**config.mk**
```make
export PLATFORM = sky130hd
export DESIGN_NAME = muldiv_sequencer
export DESIGN_NICKNAME = d
export VERILOG_FILES = /design/src/rtl/muldiv_sequencer.sv
export SDC_FILE = /design/constraint.sdc
export NUM_CORES = 1
export LEC_CHECK = 0
export ABC_AREA = 1
export CAP_MARGIN = 20
export CORE_MARGIN = 5
export CORE_UTILIZATION = 39
export DETAILED_ROUTE_END_ITERATION = 10
export HOLD_SLACK_MARGIN = 0.15
export PLACE_DENSITY_LB_ADDON = 0.2
export REMOVE_ABC_BUFFERS = 1
export SLEW_MARGIN = 30
export SYNTH_ARGS = -nofsm -noshare
export SYNTH_HDL_FRONTEND = slang
export SYNTH_SLANG_ARGS = --single-unit
```
**constraint.sdc**
```tcl
create_clock -name clk -period 1.6 [get_ports clk]
set_clock_uncertainty 0.1 [all_clocks]
set_input_delay 0.24 -clock clk [delete_from_list [all_inputs] [get_ports clk]]
set_output_delay 0.24 -clock clk [all_outputs]
set_load 0.005 [all_outputs]
```
**src/rtl/muldiv_sequencer.sv**
```systemverilog
// EX-stage sequencer for iterative MULTU/DIVU with a one-cycle HiLo write.
// Optional stall-cycle counter: define MULDIV_STALL_COUNT_EN.
module muldiv_sequencer #(
  parameter int unsigned MUL_CYCLES = 32,
  parameter int unsigned DIV_CYCLES = 33,
  parameter logic [5:0]  OP_MULTU   = 6'b011001,
  parameter logic [5:0]  OP_DIVU    = 6'b011011,
  parameter logic [5:0]  OP_HILO_WR = 6'b111111
) (
  input  logic        clk,
  input  logic        rst_n,
  input  logic        op_valid,
  input  logic [5:0]  op_code,
  input  logic        flush,
  output logic [5:0]  alu_ctrl,
  output logic        hilo_we,
  output logic        stall,
  output logic        busy,
  output logic [31:0] stall_cycles
);

  localparam logic [6:0] MUL_LIM = 7'(MUL_CYCLES);
  localparam logic [6:0] DIV_LIM = 7'(DIV_CYCLES);

  typedef enum logic [1:0] {
    IDLE  = 2'd0,
    RUN   = 2'd1,
    WRITE = 2'd2
  } state_e;

  state_e     state_q, state_d;
  logic [6:0] cnt_q, cnt_d;
  logic [6:0] lim_q, lim_d;
  logic [5:0] op_q, op_d;
  logic [5:0] alu_q, alu_d;
  logic       hilo_q, hilo_d;
  logic       busy_q, busy_d;
  logic       is_md, start, last;

  assign is_md = (op_code == OP_MULTU) ||
                 (op_code == OP_DIVU);
  assign start = op_valid && is_md && !flush;
  assign last  = (cnt_q == lim_q - 7'd1);

  always_ff @(posedge clk) begin
    if (!rst_n) begin
      state_q <= IDLE;
      cnt_q   <= '0;
      lim_q   <= '0;
      op_q    <= '0;
      alu_q   <= '0;
      hilo_q  <= 1'b0;
      busy_q  <= 1'b0;
    end else begin
      state_q <= state_d;
      cnt_q   <= cnt_d;
      lim_q   <= lim_d;
      op_q    <= op_d;
      alu_q   <= alu_d;
      hilo_q  <= hilo_d;
      busy_q  <= busy_d;
    end
  end

  always_comb begin
    state_d = state_q;
    cnt_d   = cnt_q;
    lim_d   = lim_q;
    op_d    = op_q;
    alu_d   = alu_q;
    hilo_d  = 1'b0;
    unique case (state_q)
      IDLE: begin
        cnt_d = '0;
        alu_d = (op_valid && !flush) ? op_code : '0;
        if (start) begin
          op_d    = op_code;
          lim_d   = (op_code == OP_DIVU) ? DIV_LIM : MUL_LIM;
          state_d = RUN;
        end
      end
      RUN: begin
        // flush beats the final iteration: no HiLo write
        if (flush) begin
          state_d = IDLE;
          alu_d   = '0;
          cnt_d   = '0;
        end else if (last) begin
          state_d = WRITE;
          alu_d   = OP_HILO_WR;
          hilo_d  = 1'b1;
          cnt_d   = '0;
        end else begin
          alu_d = op_q;
          cnt_d = cnt_q + 7'd1;
        end
      end
      WRITE: begin
        state_d = IDLE;
        alu_d   = '0;
        cnt_d   = '0;
      end
      default: begin
        state_d = IDLE;
        alu_d   = '0;
        cnt_d   = '0;
      end
    endcase
    busy_d = (state_d != IDLE);
  end

  always_comb begin
    stall = 1'b0;
    unique case (state_q)
      IDLE:    stall = start;
      RUN:     stall = 1'b1;
      WRITE:   stall = 1'b1;
      default: stall = 1'b0;
    endcase
  end

  assign alu_ctrl = alu_q;
  assign hilo_we  = hilo_q;
  assign busy     = busy_q;

`ifdef MULDIV_STALL_COUNT_EN
  logic [31:0] sc_q, sc_d;

  always_comb sc_d = stall ? sc_q + 32'd1 : sc_q;

  always_ff @(posedge clk) begin
    if (!rst_n) sc_q <= '0;
    else        sc_q <= sc_d;
  end

  assign stall_cycles = sc_q;
`else
  assign stall_cycles = 32'd0;
`endif

endmodule

```
# Word-level counts from Yosys, hierarchy flattened
# Index checks and enable logic that the tools add are counted.
[op_classes]
reduce_logical = 11
n_div = 0
n_eq_ne = 5
mux = 11
n_bitwise = 2
shifts = 0
magnitude_cmp = 0
n_addsub = 2
multipliers = 0
[op_table]
columns = ["operator", "n"]
rows = [
  ["$mux W6", 3],
  ["$eq A6 B5 Y1 const B", 2],
  ["$pmux W6 S2", 1],
  ["$add A7 B1 Y7 const B", 1],
  ["$eq A7 B7 Y1", 1],
  ["$sub A7 B1 Y7 const B", 1],
  ["$mux W2", 3],
  ["$pmux W2 S2", 1],
  ["$reduce_or A4 Y1", 1],
  ["$logic_and A1 B1 Y1", 3],
  ["$reduce_or A3 Y1", 1],
  ["$eq A2 B1 Y1 const B", 1],
  ["$eq A2 B2 Y1 const B", 1],
  ["$logic_not A2 Y1", 1],
  ["$mux W1", 2],
  ["$not A1 Y1", 2],
  ["$pmux W1 S2", 1],
  ["$reduce_and A2 Y1", 1],
  ["$reduce_bool A2 Y1", 1],
  ["$reduce_or A2 Y1", 1],
  ["$logic_not A1 Y1", 1],
  ["$logic_or A1 B1 Y1", 1],
]
[totals]
input_bits = 10
ff_bits = 30
out_inout_bits = 41
latch_bits = 0
rom_bits = 0
wordCells = 38
memories = 0
mem_bits_rw = 0

# Depth between registers and ports, before layout
# Gate-level depths: netlist of run 1.
[logic_depth]
word_depth = 7
ltp_mapped = 12

# Least setup slack after synthesis of run 1
# No wires, ideal clock.
[synth_timing]
kind = "flip-flop to flip-flop"
start = "register lim_q[0]"
end = "register busy_q (netlist: busy)"
n_path_buf = 0
arrival_time_ns = 1.248
slack_ns = 0.141
stages_incl_launch_ff = 13
synth_period_minus_slack_ns = 1.459
required_time_ns = 1.388
path_cell_list = "dfxtp_1 inv_2 ha_1 inv_1 nand2_1 nand2_1 nand2_1 nor2_4 nand2_2 nand2_1 nand2_1 nand2_2 nand2_2"
[synth_between]
elab_chain_cells = 6
[synth_rtl]
columns = ["item", "line_no", "text"]
rows = [
  ["start: declaration", "33", "logic [6:0] lim_q, lim_d;"],
  ["start signal: assignment", "57", "lim_q <= lim_d;"],
  ["$sub A7 B1 Y7", "43", "assign last = (cnt_q == lim_q - 7'd1);"],
  ["$eq A7 B7 Y1", "43", ""],
  ["$mux W2", "88", "end else if (last) begin"],
  ["$mux W2", "84", "if (flush) begin"],
  ["$pmux W2 S2", "72", "unique case (state_q)"],
  ["$reduce_bool A2 Y1", "109", "busy_d = (state_d != IDLE);"],
  ["end signal: assignment", "61", "busy_q <= busy_d;"],
  ["end: declaration", "37", "logic busy_q, busy_d;"],
]
# Every way passes these cells.
# A chain may end at the register's enable or synchronous reset.

# Final worst setup path of run 1
[layout_timing]
start = "input op_code[4]"
end = "output stall"
[layout_between]
elab_chain_cells = 5
elab_cells_between_ends = 6
[layout_rtl]
columns = ["item", "line_no", "text"]
rows = [
  ["start: declaration", "13", "input logic [5:0] op_code,"],
  ["$eq A6 B5 Y1, on equally long branches", "40, 41", ""],
  ["$logic_or A1 B1 Y1 *", "40", "assign is_md = (op_code == OP_MULTU) ||"],
  ["$logic_and A1 B1 Y1 * (2 in series)", "42", "assign start = op_valid && is_md && !flush;"],
  ["$pmux W1 S2 *", "114", "unique case (state_q)"],
  ["end: declaration", "17", "output logic stall,"],
]
# Every way passes the cells marked *; elsewhere a longest branch is shown, timed or not.

==> results by stage, run 1 <==
Status:
- The flow ran to the end, and the final reports show no timing, DRC or antenna violations.

Place:
- Timing analysis after detailed placement gives a worst setup slack of -0.4405 ns.
- After detailed placement, the design holds a cell count of 245.
- The number of buffer cells added on primary ports is 18.
- The post-DP HPWL is 1.957 mm.
- The global placement routability congestion is 0.7989.

Global route:
- Entering global routing, the biggest net connects 15 pins.
- For met1 alone, demand over resource in global routing was 0.1341.
- For met2 alone, demand over resource in global routing was 0.1786.
- The number of antenna violations at the first check in global routing is 0.
- The global routing usage on met3 is 0.02107.
- In the global route stage, overall resource usage came out at 0.1070.
- met2 is the most crowded layer.
- Summed over all layers, the global routing overflow is 0.
- The via count of the first global-routing pass is 893.
- The first global-routing pass estimated 3.801 mm of wire.

STA:
- The number of endpoints with negative hold slack in the final report is 0.
- The worst path meets setup with 0.01292 ns of slack.
- Derived from the worst setup path, the maximum achievable clock frequency is 0.6301 GHz.
- Setup violations remaining at the end of the flow were counted as 0.
- The total count of max-transition violations in the final report came to 0.
- The final period demand of the worst path is 1.587 ns.
- Setup repair after global routing could not meet its margin everywhere.
- The part of the cycle the worst path needs is 0.9919.
- The worst hold slack is 0.2435 ns.

Route:
- The starting DRC count in detailed routing is 33.
- For this run, design rule violations remaining after detail routing come to 0.
- The number of nets with antenna violations after detailed routing is 0.
- The routed wirelength normalized by instance count is 9.871 um.
- The vias after detailed routing is 1003.
- The detailed-router iteration count before antenna repair is 4.
- The number of vias per cell after detailed routing is 4.028.
- For this block, the routed nets add up to 2.458 mm of wire.

Clock tree:
- The clock drives 25 sinks.
- The largest buffer count on any clock path is 2.
- The number of buffers created by CTS is 3.
- Clock tree synthesis selected as its root buffer the cell sky130_fd_sc_hd__clkbuf_4.
- In this run the post-CTS setup repair buffer count came out at 0.
- Clock-pin slew was measured on the worst setup and hold paths at 0.14 ns.
- TritonCTS built the clock tree.
- The number of levels in the clock H-tree is 1.
- The clock network latency to the later pin of the worst-skew pair is 0.31 ns.

Layout:
- The top cell types in the final layout, fill and taps aside, are 32 x sky130_fd_sc_hd__conb_1, 21 x sky130_fd_sc_hd__dfxtp_1, 17 x sky130_fd_sc_hd__nand2_1.
- Leaving out fill and tap cells, the most frequent cell in the layout is sky130_fd_sc_hd__conb_1.
- Excluding fillers, the count of instances in the completed layout stands at 249.
- The layout overhead on the synthesized area is 21.63%.
- The number of nets at the end of the flow is 219.
- The antenna diode count is 0.
- The share of post-route cells with drive strength above 1 is 0.2857.

Synth:
- The synthesized netlist contains 25 unique library cells.
- During synthesis, Yosys emitted a total of 0 warnings.
- The register area share after synthesis is 0.3697.
- The total standard cell area after synthesis is 1354 um^2.
- Of the total synthesized cell area, the portion taken by AND, OR, NAND and NOR gates is 0.2190.
- After synthesis, the largest family of logic cells by area is buffers and inverters.
- The mean post-synth cell area is 8.011 um^2.
- Synthesis produced 169 cells.
- The register bit total from synthesis is 25.
- The share of the synthesized area in compound gates (AO/OA/AOI/OAI) is 0.06470.
- Of the total synthesized cell area, the portion taken by full adders, half adders and majority gates is 0.04621.
- The xor/xnor share of the synthesized area is 0.03882.
- The share of synthesized area spent on multiplexers is 0.

Critical path:
- The element type at the critical path start is an input pin.
- The critical path class is input pin to primary output.
- STA puts the critical path data arrival time at 1.25 ns.
- Of all nets on the critical path, the largest fanout is 2.
- The required time at the worst-slack endpoint is 1.26 ns.
- The flop-to-flop setup slack is 0.10 ns.
- The worst setup path is captured at a primary output.

Power:
- The worst IR drop on VDD is 287.0 uV.
- Summed over all cells, the static leakage comes to 0.0007556 uW.
- For this design the ratio of total power to cell area is 610.0 nW/um^2.

Floorplanning:
- 51 I/O pins were placed.
- In this run the core area contains 21 standard-cell rows.
- The effective utilization at floorplan is 0.4057.
- The vertical die dimension is 68.92 um.
- The region available for standard cell placement spans 3337 um^2.
- The full die area is 4749 um^2.
- The width of the die is 68.92 um.

Flow run:
- The max-cap violation count is 0.

Hold path:
- The class of the most critical hold timing path is input pin to flop.
cell usage after synthesis:
cell                        n  area [um^2]
sky130_fd_sc_hd__buf_4     32        240.2
sky130_fd_sc_hd__dfxtp_1   25        500.5
sky130_fd_sc_hd__inv_1     22        82.58
sky130_fd_sc_hd__nand2_1   22        82.58
sky130_fd_sc_hd__nor2_1    12        45.04
sky130_fd_sc_hd__nand3_1   10        50.05
sky130_fd_sc_hd__a21oi_1    7        35.03
sky130_fd_sc_hd__nand2_2    7        43.79
sky130_fd_sc_hd__ha_1       5        62.56
sky130_fd_sc_hd__o211ai_1   4        30.03
sky130_fd_sc_hd__xor2_1     4        35.03
sky130_fd_sc_hd__inv_2      3        11.26
sky130_fd_sc_hd__nor2_2     3        18.77
sky130_fd_sc_hd__xnor2_1    2        17.52
sky130_fd_sc_hd__a21oi_2    1        8.760
sky130_fd_sc_hd__buf_2      1        5.000
sky130_fd_sc_hd__buf_6      1        11.26
sky130_fd_sc_hd__conb_1     1        3.750
sky130_fd_sc_hd__nand3_2    1        10.01
sky130_fd_sc_hd__nand3_4    1        17.52
sky130_fd_sc_hd__nand3b_1   1        7.510
sky130_fd_sc_hd__nor2_4     1        11.26
sky130_fd_sc_hd__nor3_2     1        10.01
sky130_fd_sc_hd__o21ai_0    1        5.000
sky130_fd_sc_hd__o221ai_1   1        8.760
sequential cells by signal, summed over array words and instances, names as in the netlist:
signal,flops
cnt_q,7
alu_ctrl,6
op_q,6
lim_q,2
state_q,2
busy,1
hilo_we,1
layer usage:
metal / part of all wire / vias to the layer above
met5: 0 / -
met4: 0.0073 / 0
met3: 0.072 / 2
met2: 0.48 / 31
met1: 0.44 / 443
li1: - / 527
cells by family after synthesis:
logic type | after synthesis
buf+inv | 59
xor+xnor | 6
other cells | 1
fa+ha+maj | 5
simple gates | 59
flops | 25
compound gates | 14
worst max-delay path, stage by stage:
cell and delay (ns):
sky130_fd_sc_hd__clkdlybuf4s50_1 0.46, sky130_fd_sc_hd__inv_1 0.06, sky130_fd_sc_hd__nor2_2 0.12, sky130_fd_sc_hd__nand3_2 0.11, sky130_fd_sc_hd__a21oi_2 0.14, sky130_fd_sc_hd__buf_2 0.13
stage by stage:
step	power (uW)	util	cell area [um^2]	TNS, ns
6_report	1004	0.4934	1647	0
5_1_grt	1068	0.4934	1647	-0.07024
4_1_cts	1020	0.4837	1614	0
3_5_place_dp	734.8	0.4687	1564	-0.8288
3_3_place_gp	734.5	0.4687	1564	-0.8858
2_1_floorplan	681.5	-	1214	0
report_power, final:
group	switching [uW]	internal, uW	leakage (uW)	total (uW)
Combinational	52.8	42.2	0.000534	95.0
Clock	186	93.4	0.0000177	280
Sequential	1.54	628	0.000204	630
layout make-up:
cell class / instances / area [um^2]
Inverter: 25 / 93.84
Clock buffer: 3 / 22.52
Timing Repair Buffer: 33 / 289.0
Fill cell: 345 / 1690
Clock inverter: 1 / 5.005
Sequential cell: 25 / 505.5
Tap cell: 46 / 57.56
Multi-Input combinational cell: 116 / 673.1
what timing repair did:
item	CTS	global route
setup endpoints to repair	2	12
gates resized for setup	18	13
pin swaps	3	12
hold buffers	0	0
final timing paths:
kind | from | end | cells past startpoint
worst max-delay path | op_code[4] | stall | 6
worst min-delay path | op_code[3] | alu_ctrl[3] | 3
worst max register to register | lim_q[5] | busy | 11
worst min register to register | op_q[2] | op_q[2] | 2
No activity file was read; power rests on OpenSTA's default activity.
==> run 2, diff against run 1 <==
Clock period 1.6 ns to 1.4 ns, I/O delays scaled along.
==> run 2 against run 1 <==
Against the previous run:
- the run now ends with setup timing left
- count of clock-buffer cells in the layout unchanged
- setup slack got worse by 0.17 ns
- final cell count increased by 2.0%
- die area unchanged
- utilization up 2.5 points
- sequential share of layout area down 1.4 points
- register-to-register slack worse by 0.21 ns
- routed wire length up 8.4%
- combinational power is 12% higher
==> results by stage, run 2 (synthesis gave the netlist of run 1 again) <==
Status:
- The run finished, with violations left.
- The checks that failed: setup timing.

STA:
- The setup slack after layout was -0.1618 ns (-0.1747 ns).
- The worst hold slack is 0.1844 ns (-0.05912 ns).
- The total setup violations reported at the end of the flow is 12 (+12).
- The final period demand of the worst path is 1.562 ns.
- The timing-limited maximum frequency is 0.6403 GHz.
- The number of endpoints with negative hold slack in the final report is 0 (unchanged).
- The total count of max-transition violations in the final report was 0 (unchanged).
- Of the available clock period, the critical path in the final layout requires 1.116.
- Setup repair after global routing could not meet its margin everywhere.

Layout:
- The number of nets at the end of the flow is 224 (+2.3%).
- The area taken by multi-input logic gates was 715.7 um^2 (+6.3%).
- The final-layout fill cell count is 355 (+2.9%).
- The antenna diode count is 0 (unchanged).
- The post-layout utilization of the core is 0.5182 (+0.02475).
- In the layout the commonest cells are 32 x sky130_fd_sc_hd__conb_1, 20 x sky130_fd_sc_hd__dfxtp_1, 17 x sky130_fd_sc_hd__buf_4.
- The register with the most flip-flops is cnt_q.
- The share of post-route cells with drive strength above 1 was 0.3606 (+0.07486).
- The sequential cell area in the final layout is 506.7 um^2 (+0.25%).
- The layout overhead on the synthesized area is 27.73%.
- The library cell used most frequently in the layout, excluding fill and tap cells, is sky130_fd_sc_hd__conb_1.
- The number of flip-flops in the largest register was 7 (unchanged).

Global route:
- The largest net degree at the start of global routing is 16 (+1).
- The remaining global-route overflow is 0 (unchanged).
- The number of antenna violations at the first check in global routing came to 0 (unchanged).
- The via count of the first global-routing pass is 990 (+11%).
- The total global routing track utilization is 0.1205 (+0.01350).
- The wire length of the first global-routing pass is 4.250 mm (+12%).

Route:
- The vias after detailed routing is 1058 (+5.5%).
- The routed wirelength normalized by instance count came to 10.49 um (+6.3%).
- The number of vias per cell after detailed routing is 4.165 (+3.4%).
- The number of nets with antenna violations after detailed routing is 0 (unchanged).
- The starting DRC count in detailed routing is 35 (+6.1%).
- The final routed wirelength across all metal layers is 2.665 mm (+8.4%).
- The detailed-router iteration count before antenna repair is 4 (unchanged).
- The number of remaining DRC errors is 0 (unchanged).

Clock tree:
- TritonCTS built the clock tree.
- The largest buffer count on any clock path is 2 (unchanged).
- The clock-pin slew on the worst setup and hold paths came to 0.15 ns (about the same).
- The number of clock sinks seen by CTS was 25 (unchanged).
- The number of buffers created by CTS is 3 (unchanged).
- The number of levels in the clock H-tree is 1 (unchanged).
- In this run the clock root is driven by a sky130_fd_sc_hd__clkbuf_4.
- The cts-stage hold buffer count came to 0 (unchanged).
- The clock network latency to the later pin of the worst-skew pair is 0.33 ns (+0.02 ns).

Critical path:
- The required time at the worst-slack endpoint was 1.09 ns (-0.17 ns).
- The end of the critical path is stall.
- The maximum fanout along the worst path is 2 (unchanged).
- The cell depth of the worst setup path is 4 (-2).
- The count of buffering cells on the critical path with inverters included is 2 (-1).
- The critical path goes through buf_4 > ha_1 > a21oi_2 > buf_2.
- The arrival time of the worst setup path is 1.25 ns (about the same).
- The launch point of the worst reg-to-reg path is lim_q[0].
- The cell family contributing the most delay on the critical path is flip-flops.
- The endpoint kind of the worst setup timing path is a primary output.
- The cell with the largest stage delay on the worst path is sky130_fd_sc_hd__dfxtp_2.
- In this run the worst setup path begins at state_q[0].
- The worst stage delay on the critical path is 0.35 ns (-0.11 ns).
- In this run the critical register-to-register path is captured at busy.
- The number of cell instances on the worst register-to-register path was 10 (-1).
- The critical path in this run is classified as flop to primary output.
- The flop-to-flop setup slack is -0.11 ns (-0.21 ns).
- The worst setup path is launched from a flop.

Place:
- The global placement routability congestion is 0.7831 (-2.0%).
- The number of buffer cells added on primary ports came to 18 (unchanged).
- The post-DP HPWL is 2.015 mm (+3.0%).

Power:
- The power density normalized to cell area is 672.4 nW/um^2 (+10%).
- The worst IR drop on VDD is 281.6 uV (-1.9%).
- The cell leakage power came to 0.0008056 uW (+6.6%).

Floorplanning:
- The vertical die dimension is 68.92 um (unchanged).
- The full die area is 4749 um^2 (unchanged).
- The floorplan core area is 3337 um^2 (unchanged).
- The width of the die is 68.92 um (unchanged).
- The effective utilization at floorplan was 0.4057 (unchanged).
- The placement row count came to 21 (unchanged).
- The number of placed I/O pins is 51 (unchanged).

Hold path:
- The class of the most critical hold timing path is input pin to flop.

Flow run:
- The max-cap violation count is 0 (unchanged).
-- run 2: cell types whose count changed in the layout (fill, tap and decap cells not counted), moves of 2 or more --
cell,previous run,this run
sky130_fd_sc_hd__buf_4,15,17
sky130_fd_sc_hd__buf_6,0,3
sky130_fd_sc_hd__clkdlybuf4s50_1,12,6
sky130_fd_sc_hd__dlygate4sd2_1,3,11
sky130_fd_sc_hd__dlymetal6s2s_1,2,0
sky130_fd_sc_hd__inv_1,16,14
sky130_fd_sc_hd__nand2_1,17,14
sky130_fd_sc_hd__nand2_2,12,15
sky130_fd_sc_hd__nor2_1,11,7
sky130_fd_sc_hd__nor2_2,3,7
-- run 2: worst min-delay path by stage --
stage | depth (start not counted) | end | startpoint
after floorplan | 2 | op_q[5] | rst_n
after global placement | 2 | op_q[2] | op_q[2]
after detailed placement | 2 | op_q[2] | op_q[2]
after CTS | 3 | alu_ctrl[3] | op_code[3]
after global routing | 3 | alu_ctrl[0] | op_code[0]
final | 3 | alu_ctrl[3] | op_code[3]
-- run 2: worst min-delay path, cell delays in order --
cell,delay [ns]
sky130_fd_sc_hd__dlygate4sd2_1,0.21
sky130_fd_sc_hd__nand3_1,0.08
sky130_fd_sc_hd__o211ai_1,0.09
-- run 2: through the flow --
| stage | worst slack (ns) | power, uW | cell area [um^2] | TNS (ns) | cells |
|---|---|---|---|---|---|
| after global placement | -0.6108 | 837.6 | 1572 | -3.816 | 246 |
| after detailed placement | -0.6090 | 837.9 | 1572 | -4.177 | 246 |
| final | -0.1618 | 1163 | 1729 | -0.5444 | 254 |
| after global routing | -0.2631 | 1230 | 1729 | -1.980 | 254 |
| after floorplan | -0.05995 | 778.8 | 1214 | -0.2049 | 166 |
| after CTS | -0.1888 | 1180 | 1680 | -0.9122 | 252 |
-- run 2: timing repair --
| action | 4_1_cts | 5_1_grt |
|---|---|---|
| endpoints found under the setup margin | 26 | 20 |
| pin swaps | 9 | 12 |
| gates resized for setup | 44 | 12 |
| setup buffers | 2 | 3 |
-- run 2: routing by layer --
layer	up-vias	track usage	wire length (um)
li1	535	-	-
met1	483	0.1450	1125
met2	36	0.2024	1311
met3	4	0.02593	186
met4	0	0.05839	42
met5	-	0	0
-- run 2: power breakdown --
part           switching, uW  internal (uW)
clock network            227            109
logic                   61.0           45.4
registers               1.56            718
total                    290            873
-- run 2: cell type report --
class                   instances  area share
flip-flops and latches         25      0.2931
well taps                      46     0.03329
repair buffers                 38      0.1867
clock inverters                 1    0.004342
clock buffers                   3     0.01302
multi-input cells             116      0.4139
inverters                      25     0.05572
